### src/rtl/dvl_hb_pkg.sv
// Shared types and constants for the DVL H-bridge burst generator.
// Leg patterns are ordered {hlh, hll, hrh, hrl}.
package dvl_hb_pkg;

    typedef enum logic [2:0] {
        IDLE  = 3'd0,
        DEAD  = 3'd1,
        POS   = 3'd2,
        NEG   = 3'd3,
        DAMP  = 3'd4,
        FINAL = 3'd5
    } hb_state_t;

    localparam logic [3:0] HB_OFF  = 4'b0000;
    localparam logic [3:0] HB_POS  = 4'b1001;
    localparam logic [3:0] HB_NEG  = 4'b0110;
    localparam logic [3:0] HB_DAMP = 4'b0101;

    function automatic logic [31:0] max1(input logic [31:0] v);
        return (v == 32'd0) ? 32'd1 : v;
    endfunction

endpackage

### src/rtl/hb_output_stage.sv
// One bridge's gate-drive register: applies the per-channel POS/NEG swap and
// registers the four pins so no input reaches a gate combinationally.
module hb_output_stage
    import dvl_hb_pkg::*;
(
    input  logic       clk,
    input  logic       reset,
    input  logic [3:0] pat_i,
    input  logic       inv_i,
    output logic       hlh_o,
    output logic       hll_o,
    output logic       hrh_o,
    output logic       hrl_o
);

    logic [3:0] pins_d;
    logic [3:0] pins_q;

    always_comb begin
        pins_d = pat_i;
        if (inv_i && (pat_i == HB_POS)) begin
            pins_d = HB_NEG;
        end else if (inv_i && (pat_i == HB_NEG)) begin
            pins_d = HB_POS;
        end else begin
            pins_d = pat_i;
        end
    end

    always_ff @(posedge clk) begin
        if (reset) begin
            pins_q <= 4'b0000;
        end else begin
            pins_q <= pins_d;
        end
    end

    // A high and low switch on the same leg must never conduct together.
    always_comb begin
        assert (!(pins_q[3] && pins_q[2]) && !(pins_q[1] && pins_q[0]));
    end

    assign {hlh_o, hll_o, hrh_o, hrl_o} = pins_q;

endmodule

### src/rtl/hbridge_burst_gen.sv
// Multi-channel transmit burst generator: dead-time separated POS/NEG drive,
// optional low-side damping, abort to a timed all-off, start/busy/done handshake.
module hbridge_burst_gen
    import dvl_hb_pkg::*;
#(
    parameter int NUM_CH = 1,
    parameter int DIV_W  = 16,
    parameter int DEAD_W = 8,
    parameter int CYC_W  = 12
) (
    input  logic              clk,
    input  logic              reset,
    input  logic              start,
    input  logic              abort,
    input  logic [DIV_W-1:0]  half_period,
    input  logic [DEAD_W-1:0] dead_time,
    input  logic [CYC_W-1:0]  num_cycles,
    input  logic [DIV_W-1:0]  damp_cycles,
    input  logic [NUM_CH-1:0] ch_invert,
    output logic              busy,
    output logic              done,
    output logic [NUM_CH-1:0] hlh,
    output logic [NUM_CH-1:0] hll,
    output logic [NUM_CH-1:0] hrh,
    output logic [NUM_CH-1:0] hrl
);

    localparam int PH_W = (DIV_W > DEAD_W) ? DIV_W : DEAD_W;

    hb_state_t         state_q, state_d;
    hb_state_t         nxt_q, nxt_d;
    logic [PH_W-1:0]   cnt_q, cnt_d;
    logic [CYC_W-1:0]  cyc_q, cyc_d;
    logic [DIV_W-1:0]  h_q, h_d;
    logic [DIV_W-1:0]  m_q, m_d;
    logic [DEAD_W-1:0] dt_q, dt_d;
    logic [CYC_W-1:0]  n_q, n_d;
    logic [NUM_CH-1:0] inv_q, inv_d;
    logic              busy_q, busy_d;
    logic              done_q, done_d;
    logic              launch_q, launch_d;
    logic [3:0]        pat_s;

    // A start on the done cycle is captured and launched after one idle cycle.
    always_comb begin
        state_d  = state_q;
        nxt_d    = nxt_q;
        cnt_d    = cnt_q;
        cyc_d    = cyc_q;
        h_d      = h_q;
        dt_d     = dt_q;
        n_d      = n_q;
        m_d      = m_q;
        inv_d    = inv_q;
        busy_d   = busy_q;
        done_d   = 1'b0;
        launch_d = 1'b0;
        case (state_q)
            IDLE: begin
                busy_d = 1'b0;
                if (start && !launch_q) begin
                    h_d   = DIV_W'(max1(32'(half_period)));
                    dt_d  = DEAD_W'(max1(32'(dead_time)));
                    n_d   = num_cycles;
                    m_d   = damp_cycles;
                    inv_d = ch_invert;
                end else begin
                    inv_d = inv_q;
                end
                if (launch_q || (start && !done_q)) begin
                    if (n_d == {CYC_W{1'b0}}) begin
                        done_d = 1'b1;
                    end else begin
                        state_d = DEAD;
                        cnt_d   = PH_W'(dt_d);
                        cyc_d   = n_d;
                        nxt_d   = POS;
                        busy_d  = 1'b1;
                    end
                end else if (start) begin
                    launch_d = 1'b1;
                end else begin
                    launch_d = 1'b0;
                end
            end
            DEAD: begin
                if (cnt_q == PH_W'(1)) begin
                    case (nxt_q)
                        POS, NEG: begin
                            state_d = nxt_q;
                            cnt_d   = PH_W'(h_q);
                        end
                        DAMP: begin
                            state_d = DAMP;
                            cnt_d   = PH_W'(m_q);
                        end
                        default: begin
                            state_d = IDLE;
                            busy_d  = 1'b0;
                            done_d  = 1'b1;
                        end
                    endcase
                end else begin
                    cnt_d = cnt_q - PH_W'(1);
                end
            end
            POS: begin
                if (cnt_q == PH_W'(1)) begin
                    state_d = DEAD;
                    cnt_d   = PH_W'(dt_q);
                    nxt_d   = NEG;
                end else begin
                    cnt_d = cnt_q - PH_W'(1);
                end
            end
            NEG: begin
                if (cnt_q == PH_W'(1)) begin
                    state_d = DEAD;
                    cnt_d   = PH_W'(dt_q);
                    if (cyc_q > CYC_W'(1)) begin
                        nxt_d = POS;
                        cyc_d = cyc_q - CYC_W'(1);
                    end else if (m_q != {DIV_W{1'b0}}) begin
                        nxt_d = DAMP;
                    end else begin
                        nxt_d = IDLE;
                    end
                end else begin
                    cnt_d = cnt_q - PH_W'(1);
                end
            end
            DAMP, FINAL: begin
                if (cnt_q == PH_W'(1)) begin
                    state_d = IDLE;
                    busy_d  = 1'b0;
                    done_d  = 1'b1;
                end else begin
                    cnt_d = cnt_q - PH_W'(1);
                end
            end
            default: begin
                state_d = IDLE;
                busy_d  = 1'b0;
            end
        endcase
        if (abort && ((state_q == DEAD) || (state_q == POS) ||
                      (state_q == NEG)  || (state_q == DAMP))) begin
            state_d = FINAL;
            cnt_d   = PH_W'(dt_q);
            nxt_d   = IDLE;
            busy_d  = 1'b1;
            done_d  = 1'b0;
        end else begin
            done_d = done_d;
        end
    end

    always_ff @(posedge clk) begin
        if (reset) begin
            state_q  <= IDLE;
            nxt_q    <= IDLE;
            cnt_q    <= {PH_W{1'b0}};
            cyc_q    <= {CYC_W{1'b0}};
            h_q      <= {DIV_W{1'b0}};
            dt_q     <= {DEAD_W{1'b0}};
            n_q      <= {CYC_W{1'b0}};
            m_q      <= {DIV_W{1'b0}};
            inv_q    <= {NUM_CH{1'b0}};
            busy_q   <= 1'b0;
            done_q   <= 1'b0;
            launch_q <= 1'b0;
        end else begin
            state_q  <= state_d;
            nxt_q    <= nxt_d;
            cnt_q    <= cnt_d;
            cyc_q    <= cyc_d;
            h_q      <= h_d;
            dt_q     <= dt_d;
            n_q      <= n_d;
            m_q      <= m_d;
            inv_q    <= inv_d;
            busy_q   <= busy_d;
            done_q   <= done_d;
            launch_q <= launch_d;
        end
    end

    // Pattern follows the next state so the registered pins line up with state_q.
    always_comb begin
        pat_s = HB_OFF;
        case (state_d)
            POS:     pat_s = HB_POS;
            NEG:     pat_s = HB_NEG;
            DAMP:    pat_s = HB_DAMP;
            default: pat_s = HB_OFF;
        endcase
    end

    for (genvar i = 0; i < NUM_CH; i++) begin : g_ch
        hb_output_stage u_stage (
            .clk   (clk),
            .reset (reset),
            .pat_i (pat_s),
            .inv_i (inv_q[i]),
            .hlh_o (hlh[i]),
            .hll_o (hll[i]),
            .hrh_o (hrh[i]),
            .hrl_o (hrl[i])
        );
    end

    assign busy = busy_q;
    assign done = done_q;

endmodule

### config.mk
export PLATFORM = sky130hd
export DESIGN_NAME = hbridge_burst_gen
export DESIGN_NICKNAME = d
export VERILOG_FILES = /design/src/rtl/dvl_hb_pkg.sv /design/src/rtl/hb_output_stage.sv /design/src/rtl/hbridge_burst_gen.sv
export SDC_FILE = /design/constraint.sdc
export NUM_CORES = 1
export LEC_CHECK = 0
export CORE_MARGIN = 2
export CORE_UTILIZATION = 40
export DETAILED_ROUTE_END_ITERATION = 8
export PLACE_DENSITY_LB_ADDON = 0.25
export SLEW_MARGIN = 20
export SYNTH_ARGS = -nofsm -noshare
export SYNTH_HDL_FRONTEND = slang
export SYNTH_HIERARCHICAL = 1
export SYNTH_SLANG_ARGS = --single-unit
### constraint.sdc
create_clock -name clk -period 4.1 [get_ports clk]
set_clock_uncertainty 0.1 [all_clocks]
set_input_delay 0.82 -clock clk [delete_from_list [all_inputs] [get_ports clk]]
set_output_delay 0.82 -clock clk [all_outputs]
set_load 0.1 [all_outputs]
==> run summary, run 1 <==
Status - completed
HP Class - reg2reg
Core area - 0.0127 mm^2
Dpl ws - 0.358 ns
Total CTS buffers - 9
F_max - 0.290 GHz
RR Startpoint - cnt_q[7]
Crit Path Max Fanout - 8
Cts repair resizes - 0
CP Launch Type - input pin
Setup Total Neg Slack - 0 ns
Drt wl/cell - 17.3 um
Initial Util - 0.411
Synth top area share - 0.361
Synth Register Bits - 94
First-pass GRT wire length - 26,600 um
R2r setup slk - 0.74 ns
Crit end category - register
Fin. max-slew vios - 0
Clock network fraction of design power - 0.241
Die H - 118 um
Syn avg cell area - 7.24 um^2
# hold bufs at CTS - 0
EDFF count, synth - 0
Via/cell ratio - 5.76
Max Cap Viol - 0
Worst skew pair latency - 0.36 ns
Global route total overflow - 0
Switching part of the total - 0.413
Worst-margin pin slew - 0.973 ns
CP max stage delay - 0.70 ns
Relative slew slack - 0.349
Switching Power - 0.00150 W
Warnings from Yosys - 6
# IOs - 63
Synth-to-Final Area Change - 20.3%
Setup ws final - 0.653 ns
Clk root buf - clkbuf_16
Sequential share of power - 0.337
Top cell by count, worst path - nand4_1
Post-CTS Setup Bufs - 0
Initial antenna violation count - 0
Total global routing track utilization - 0.236
Cell chain of the critical path - clkdlybuf4s50_1, nor4_1, nand4_1, nand3_2, nand4_1, o31ai_1, a31oi_1, a2111oi_2
Drt total wl - 16,300 um
Crit path DAT - 3.61 ns
Critical path type - in2reg
Seq/Total Area, Yosys - 0.361
# port buffers - 62
Die Area - 0.0140 mm^2
Clock transition at path regs - 0.07 ns
Finish-stage setup viols - 0
CP startpoint - num_cycles[8]
Top-count cell post-synth - nand2_1
Number of cells produced by synthesis - 720
Post-DP HPWL - 11,900 um
Initial DRT Pass Iterations - 6
Slowest CP cell - o31ai_1
Die Width - 118 um
Placer Congestion - 0.920
Leading area contributor after synthesis - dfxtp_1
Synth Cell Area - 0.00521 mm^2
Cells on worst reg2reg path - 9
Critical path capture point - g_ch[0].u_stage/pins_q[3]
Minimum clock period - 3.45 ns
Maximum number of pins on one net before global-route repair - 75
RR Endpoint - g_ch[0].u_stage/pins_q[3]
H-tree depth - 3
Final period util - 0.841
Vias in the first global route - 4,997
Row count - 41
Nets - 824
Layout cell share with drive strength beyond 1 - 0.0690
Leakage - 2.17 nW
Most common flop cell mapped by yosys - dfxtp_1
P per Cell Area - 577 mW/mm^2
Critical path required time - 4.26 ns
Fraction of registers with async set/reset - 0
Max Root-Sink Buffers - 2
Antenna cells - 0
Combinational power share - 0.422
VDD IR max - 292 uV
Synth top cells by count - 180 x nand2_1, 108 x a21oi_1, 94 x dfxtp_1, 35 x o21ai_0
ANT nets after route - 0
RSZ-0062 raised after global routing - no
Detailed-route via count - 5,412
Top cells by area, synth - dfxtp_1 36%, nand2_1 13%, a21oi_1 10%, o21ai_0 3.4%, mux2i_1 2.7%
Syn_nets - 781
Fin. Hold Viols - 0
Iter 0 DRT Violations - 532
CTS tree - yes
Synth cell types - 68
Internal power - 0.00212 W
Clock sinks - 94
Drt drc - 0
-- cell families (layout without fill, tap and decap cells) --
family / count (synthesis) / count (layout) / synth area share
adders and majority gates: 4 / 4 / 0.00960
and+or+nand+nor: 329 / 329 / 0.306
DFF: 94 / 94 / 0.361
buffers and inverters: 65 / 113 / 0.0494
muxes: 14 / 14 / 0.0269
xor gates and xnor gates: 4 / 4 / 0.00672
AOI/OAI and AO/OA: 210 / 210 / 0.240
-- per-stage QoR --
step	util	cell area, um^2	hold WS [ns]	power (W)	instances
6_report	0.495	6270	0.356	0.00362	940
5_1_grt	0.495	6270	0.379	0.00386	940
4_1_cts	0.495	6270	0.356	0.00360	940
3_5_place_dp	0.471	5970	0.347	0.00273	924
3_3_place_gp	0.471	5970	0.343	0.00272	924
2_1_floorplan	-	5210	0.336	0.00230	720
-- sequential cells by signal, indices dropped and copies added (netlist names) --
signal	count
busy	1
cnt_q	16
cyc_q	12
done	1
dt_q	8
g_ch.u_stage/pins_q	4
h_q	16
inv_q	1
launch_q	1
m_q	16
n_q	12
nxt_q	3
state_q	3
-- layout by cell type, fill, tap and decap left out, drive strengths merged, types with 6 or more instances in the layout --
cell	synthesis	layout
and3	7	7
o21ai	36	36
nand2	181	181
nand3	18	18
o22ai	8	8
nor2	34	34
clkbuf	34	11
a31oi	13	13
a211oi	10	10
nor3	20	20
buf	8	13
dfxtp	94	94
mux2i	14	14
inv	23	23
a21oi	110	110
nor4	22	22
clkdlybuf4s50	0	61
or4	6	6
nand4	9	9
-- worst max-delay path: cells and delay by family --
kind	cells	cell delay, ns
AO/OA/AOI/OAI	3	1.22
AND/OR/NAND/NOR	4	1.10
buffers and inverters	1	0.46
-- how the worst min path moves through the flow --
stage | from | endpoint | cells after the start | slack [ns]
4_1_cts | h_q[15] | h_q[15] | 2 | 0.36
6_report | h_q[10] | h_q[10] | 2 | 0.36
3_3_place_gp | h_q[15] | h_q[15] | 2 | 0.34
3_5_place_dp | h_q[15] | h_q[15] | 2 | 0.35
5_1_grt | h_q[15] | h_q[15] | 2 | 0.38
2_1_floorplan | h_q[1] | h_q[1] | 2 | 0.34
-- per-layer routing --
layer,track usage,part of all wire
met5,0,0
met3,0.0415,0.067
met1,0.339,0.46
met2,0.361,0.46
met4,0.0700,0.010
-- power groups by stage --
stage / clock network (W) / registers, W / logic, W
global route: 0.000920 / 0.00124 / 0.00170
detailed placement: 0 / 0.00123 / 0.00150
global placement: 0 / 0.00123 / 0.00149
CTS: 0.000881 / 0.00121 / 0.00151
floorplan: 0 / 0.00121 / 0.00109
finish: 0.000873 / 0.00122 / 0.00153
-- cell type report --
| type | instances | area, um^2 |
|---|---|---|
| Inverter | 23 | 86.3 |
| Sequential cell | 94 | 1880 |
| Timing Repair Buffer | 74 | 706 |
| Clock buffer | 11 | 243 |
| Tap cell | 172 | 215 |
| Clock inverter | 5 | 58.8 |
| Fill cell | 1246 | 6400 |
| Multi-Input combinational cell | 561 | 3080 |
Power figures use the tool's default switching activity.
==> inputs of run 2 (changes only) <==
==> constraint.sdc (replaced) <==
create_clock -name clk -period 3.6 [get_ports clk]
set_clock_uncertainty 0.1 [all_clocks]
set_input_delay 0.72 -clock clk [delete_from_list [all_inputs] [get_ports clk]]
set_output_delay 0.72 -clock clk [all_outputs]
set_load 0.1 [all_outputs]
==> run summary, run 2 (synthesis gave the netlist of run 1 again) <==
Status - completed
Iter 0 DRT Violations - 450 (-15%)
HP Class - reg2reg
Nets - 830 (+0.73%)
Setup Total Neg Slack - 0 ns (unchanged)
Maximum number of pins on one net before global-route repair - 75 (unchanged)
H-tree depth - 3 (unchanged)
Via/cell ratio - 5.83 (+1.2%)
Clock transition at path regs - 0.06 ns (about the same)
Placer Congestion - 0.916 (-0.38%)
Max Root-Sink Buffers - 2 (unchanged)
Die H - 118 um (unchanged)
Post-DP HPWL - 11,900 um (-0.49%)
Crit end category - register
Die Width - 118 um (unchanged)
Vias in the first global route - 4,994 (-0.060%)
Layout cell share with drive strength beyond 1 - 0.0775 (+0.00851)
Relative slew slack - 0.355 (+0.00559)
VDD IR max - 278 uV (-4.8%)
ANT nets after route - 0 (unchanged)
Finish-stage setup viols - 0 (unchanged)
Final period util - 0.864
Crit path DAT - 3.27 ns (-0.34 ns)
# hold bufs at CTS - 0 (unchanged)
Worst skew pair latency - 0.35 ns (about the same)
Critical path type - reg2reg
Largest registers - cnt_q x16, h_q x16, m_q x16
# IOs - 63 (unchanged)
Global route total overflow - 0 (unchanged)
Worst-margin pin slew - 0.965 ns (-0.00836 ns)
Commonest non-fill, non-tap cell in the layout - nand2_1
First-pass GRT wire length - 26,600 um (about the same)
Max Cap Viol - 0 (unchanged)
Post-CTS Setup Bufs - 0 (unchanged)
Detailed-route via count - 5,512 (+1.8%)
Minimum clock period - 3.11 ns
Leakage - 2.20 nW (+1.4%)
# port buffers - 62 (unchanged)
Final Core Density - 0.497 (+0.00227)
Clock sinks - 94 (unchanged)
CTS tree - yes
R2r setup slk - 0.49 ns (-0.25 ns)
Row count - 41 (unchanged)
Critical path required time - 3.76 ns (-0.50 ns)
Initial Util - 0.411 (unchanged)
Clk root buf - clkbuf_16
Initial antenna violation count - 0 (unchanged)
Die Area - 0.0140 mm^2 (unchanged)
Drt wl/cell - 17.2 um (-0.29%)
F_max - 0.321 GHz
Fillers - 1,249 (+0.24%)
Synth-to-Final Area Change - 20.9%
Drt total wl - 16,300 um (+0.35%)
Register area - 0.00188 mm^2 (unchanged)
P per Cell Area - 648 mW/mm^2 (+12%)
Total global routing track utilization - 0.234 (-0.00257)
Antenna cells - 0 (unchanged)
Total CTS buffers - 9 (unchanged)
Core area - 0.0127 mm^2 (unchanged)
Cts repair resizes - 0 (unchanged)
RSZ-0062 raised after global routing - no
Crit Path Max Fanout - 7 (-1)
Initial DRT Pass Iterations - 5 (-1)
Fin. max-slew vios - 0 (unchanged)
CP Launch Type - register
Fin. Hold Viols - 0 (unchanged)
Placed Cells - 930 (+0.65%)
Most frequent cells in the layout - 180 x nand2_1, 108 x a21oi_1, 94 x dfxtp_1, 60 x clkdlybuf4s50_1, 35 x o21ai_0
Finished Layout Cells - 946 (+0.64%)
Drt drc - 0 (unchanged)
Area occupied by multi-input gates - 0.00308 mm^2 (unchanged)
-- run 2: cell count changes in the layout (fill, tap and decap cells not counted), sizes merged --
cell	previous run	this run
clkdlybuf4s50	61	60
bufinv	1	0
buf	13	20
clkinvlp	2	1
clkbuf	11	13
-- run 2: final cells by class --
| type | instances | share of cell area |
|---|---|---|
| Timing Repair Buffer | 80 | 0.119 |
| Sequential cell | 94 | 0.299 |
| Tap cell | 172 | 0.0342 |
| Clock inverter | 3 | 0.00278 |
| Multi-Input combinational cell | 561 | 0.489 |
| Clock buffer | 13 | 0.0429 |
| Inverter | 23 | 0.0137 |
-- run 2: stage by stage --
step / worst slack, ns / hold WS [ns] / total power (W) / cell area, um^2
global route: 0.255 / 0.370 / 0.00435 / 6300
finish: 0.488 / 0.357 / 0.00408 / 6300
detailed placement: 0.235 / 0.347 / 0.00314 / 6010
floorplan: 0.725 / 0.336 / 0.00262 / 5210
CTS: 0.528 / 0.355 / 0.00406 / 6300
global placement: 0.368 / 0.345 / 0.00311 / 6010
-- run 2: worst paths after layout --
| kind | startpoint | end | cells after the start |
|---|---|---|---|
| max | cnt_q[0] | g_ch[0].u_stage/pins_q[2] | 8 |
| min reg2reg | h_q[9] | h_q[9] | 2 |
| min | h_q[9] | h_q[9] | 2 |
| max reg2reg | cnt_q[0] | g_ch[0].u_stage/pins_q[2] | 8 |
-- run 2: per-layer routing --
layer  up-vias  part of all wire  track usage
met3        22             0.056       0.0285
li1       2660                 -            -
met1      2610              0.46        0.327
met5         -                 0            0
met2       220              0.46        0.368
met4         0             0.019       0.0851
-- run 2: power breakdown --
| part | total (W) | internal [W] | leakage [nW] | switching, W |
|---|---|---|---|---|
| clock network | 0.000922 | 0.000523 | 0.142 | 0.000399 |
| registers | 0.00139 | 0.00121 | 0.768 | 0.000184 |
| logic | 0.00177 | 0.000675 | 1.29 | 0.00110 |
-- run 2: worst max-delay path, stage by stage (launching register included) --
cell	delay, ns
dfxtp_1	0.38
ha_1	0.23
or4b_2	0.69
or4_1	0.52
nand2_1	0.09
nand2_1	0.09
a21oi_1	0.45
and4bb_1	0.25
a211oi_2	0.21
==> inputs of run 3 (changes only) <==
--- a/config.mk
+++ b/config.mk
@@ -6,7 +6,7 @@
 export NUM_CORES = 1
 export LEC_CHECK = 0
 export CORE_MARGIN = 2
-export CORE_UTILIZATION = 40
+export CORE_UTILIZATION = 55
 export DETAILED_ROUTE_END_ITERATION = 8
 export PLACE_DENSITY_LB_ADDON = 0.25
 export SLEW_MARGIN = 20
==> run summary, run 3 (synthesis gave the netlist of run 1 again) <==
Status - completed
RSZ-0062 raised after global routing - no
Crit path DAT - 3.39 ns (+0.12 ns)
Crit end category - register
Die H - 101 um (-14%)
Relative slew slack - 0.350 (-0.00478)
Drt drc - 0 (unchanged)
Fin. Hold Viols - 0 (unchanged)
Commonest non-fill, non-tap cell in the layout - nand2_1
Setup Total Neg Slack - 0 ns (unchanged)
Critical path type - reg2reg
Crit Path Max Fanout - 8 (+1)
Most frequent cells in the layout - 180 x nand2_1, 108 x a21oi_1, 94 x dfxtp_1, 61 x clkdlybuf4s50_1, 35 x o21ai_0
F_max - 0.310 GHz (-3.6%)
Initial DRT Pass Iterations - 5 (unchanged)
# IOs - 63 (unchanged)
Post-DP HPWL - 11,700 um (-1.8%)
Finish-stage setup viols - 0 (unchanged)
Clock transition at path regs - 0.10 ns (+0.04 ns)
Drt wl/cell - 17.4 um (+1.2%)
Clk root buf - clkbuf_8
Total CTS buffers - 9 (unchanged)
Fin. max-slew vios - 0 (unchanged)
Max Cap Viol - 0 (unchanged)
Nets - 829 (-0.12%)
CTS tree - yes
Vias in the first global route - 4,900 (-1.9%)
Cts repair resizes - 0 (unchanged)
Detailed-route via count - 5,555 (+0.78%)
Drt total wl - 15,700 um (-3.5%)
Die Area - 0.0103 mm^2 (-26%)
Initial antenna violation count - 0 (unchanged)
Leakage - 2.14 nW (-2.4%)
Layout cell share with drive strength beyond 1 - 0.0750 (-0.00249)
Total global routing track utilization - 0.314 (+0.0803)
Largest registers - cnt_q x16, h_q x16, m_q x16
Worst-margin pin slew - 0.972 ns (+0.00715 ns)
First-pass GRT wire length - 25,400 um (-4.4%)
Antenna cells - 0 (unchanged)
Critical path required time - 3.76 ns (about the same)
# hold bufs at CTS - 0 (unchanged)
Max Root-Sink Buffers - 2 (unchanged)
CP Launch Type - register
Final Core Density - 0.666 (+0.169)
Die Width - 101 um (-14%)
Minimum clock period - 3.23 ns (+0.116 ns)
Worst skew pair latency - 0.37 ns (+0.02 ns)
Core area - 0.00924 mm^2 (-27%)
Placer Congestion - 0.943 (+2.9%)
Final period util - 0.897 (+0.0322)
H-tree depth - 3 (unchanged)
Initial Util - 0.564 (+0.153)
Via/cell ratio - 6.16 (+5.7%)
Clock sinks - 94 (unchanged)
VDD IR max - 269 uV (-3.1%)
Maximum number of pins on one net before global-route repair - 75 (unchanged)
Row count - 35 (-15%)
P per Cell Area - 631 mW/mm^2 (-2.7%)
HP Class - reg2reg
Synth-to-Final Area Change - 18.0%
Iter 0 DRT Violations - 429 (-4.7%)
Post-CTS Setup Bufs - 0 (unchanged)
Global route total overflow - 0 (unchanged)
ANT nets after route - 0 (unchanged)
# port buffers - 62 (unchanged)
==> run 3: final timing paths <==
path	slack, ns	from	cells past startpoint	to
max	0.37	cnt_q[7]	8	g_ch[0].u_stage/pins_q[3]
min	0.36	h_q[15]	2	h_q[15]
max reg2reg	0.37	cnt_q[7]	8	g_ch[0].u_stage/pins_q[3]
min reg2reg	0.36	h_q[15]	2	h_q[15]
==> run 3: per-stage QoR <==
step	area (um^2)	setup WS (ns)	power, W	std cells	hold slack (ns)
floorplan	5210	0.725	0.00262	720	0.336
finish	6150	0.372	0.00388	902	0.363
CTS	6150	0.427	0.00384	902	0.365
detailed placement	5950	0.281	0.00312	886	0.351
global route	6150	0.141	0.00413	902	0.382
global placement	5950	0.376	0.00310	886	0.347
==> run 3: layout make-up <==
class                           count  area [um^2]
Clock buffer                       10          128
Clock inverter                      6         70.1
Fill cell                         811         3090
Inverter                           23         86.3
Multi-Input combinational cell    561         3080
Sequential cell                    94         1880
Tap cell                          129          161
Timing Repair Buffer               79          743
==> run 3: power breakdown <==
part,switching (W),leakage [nW],internal (W)
Combinational,0.00110,1.28,0.000672
Clock,0.000394,0.0944,0.000326
Sequential,0.000181,0.768,0.00121
==> run 3: per-layer routing <==
layer | part of all wire | track usage
met5 | 0 | 0
met4 | 0.016 | 0.0894
met3 | 0.090 | 0.0580
met2 | 0.45 | 0.479
met1 | 0.45 | 0.455
==> run 3: worst max-delay path, stage by stage, from the launching register on <==
cell and delay, ns:
dfxtp_1 0.40, nor4_2 0.54, nand4_1 0.38, or4_1 0.62, nand2_1 0.09, nand2_1 0.10, nor2_1 0.40, inv_1 0.11
a2111oi_2 0.38
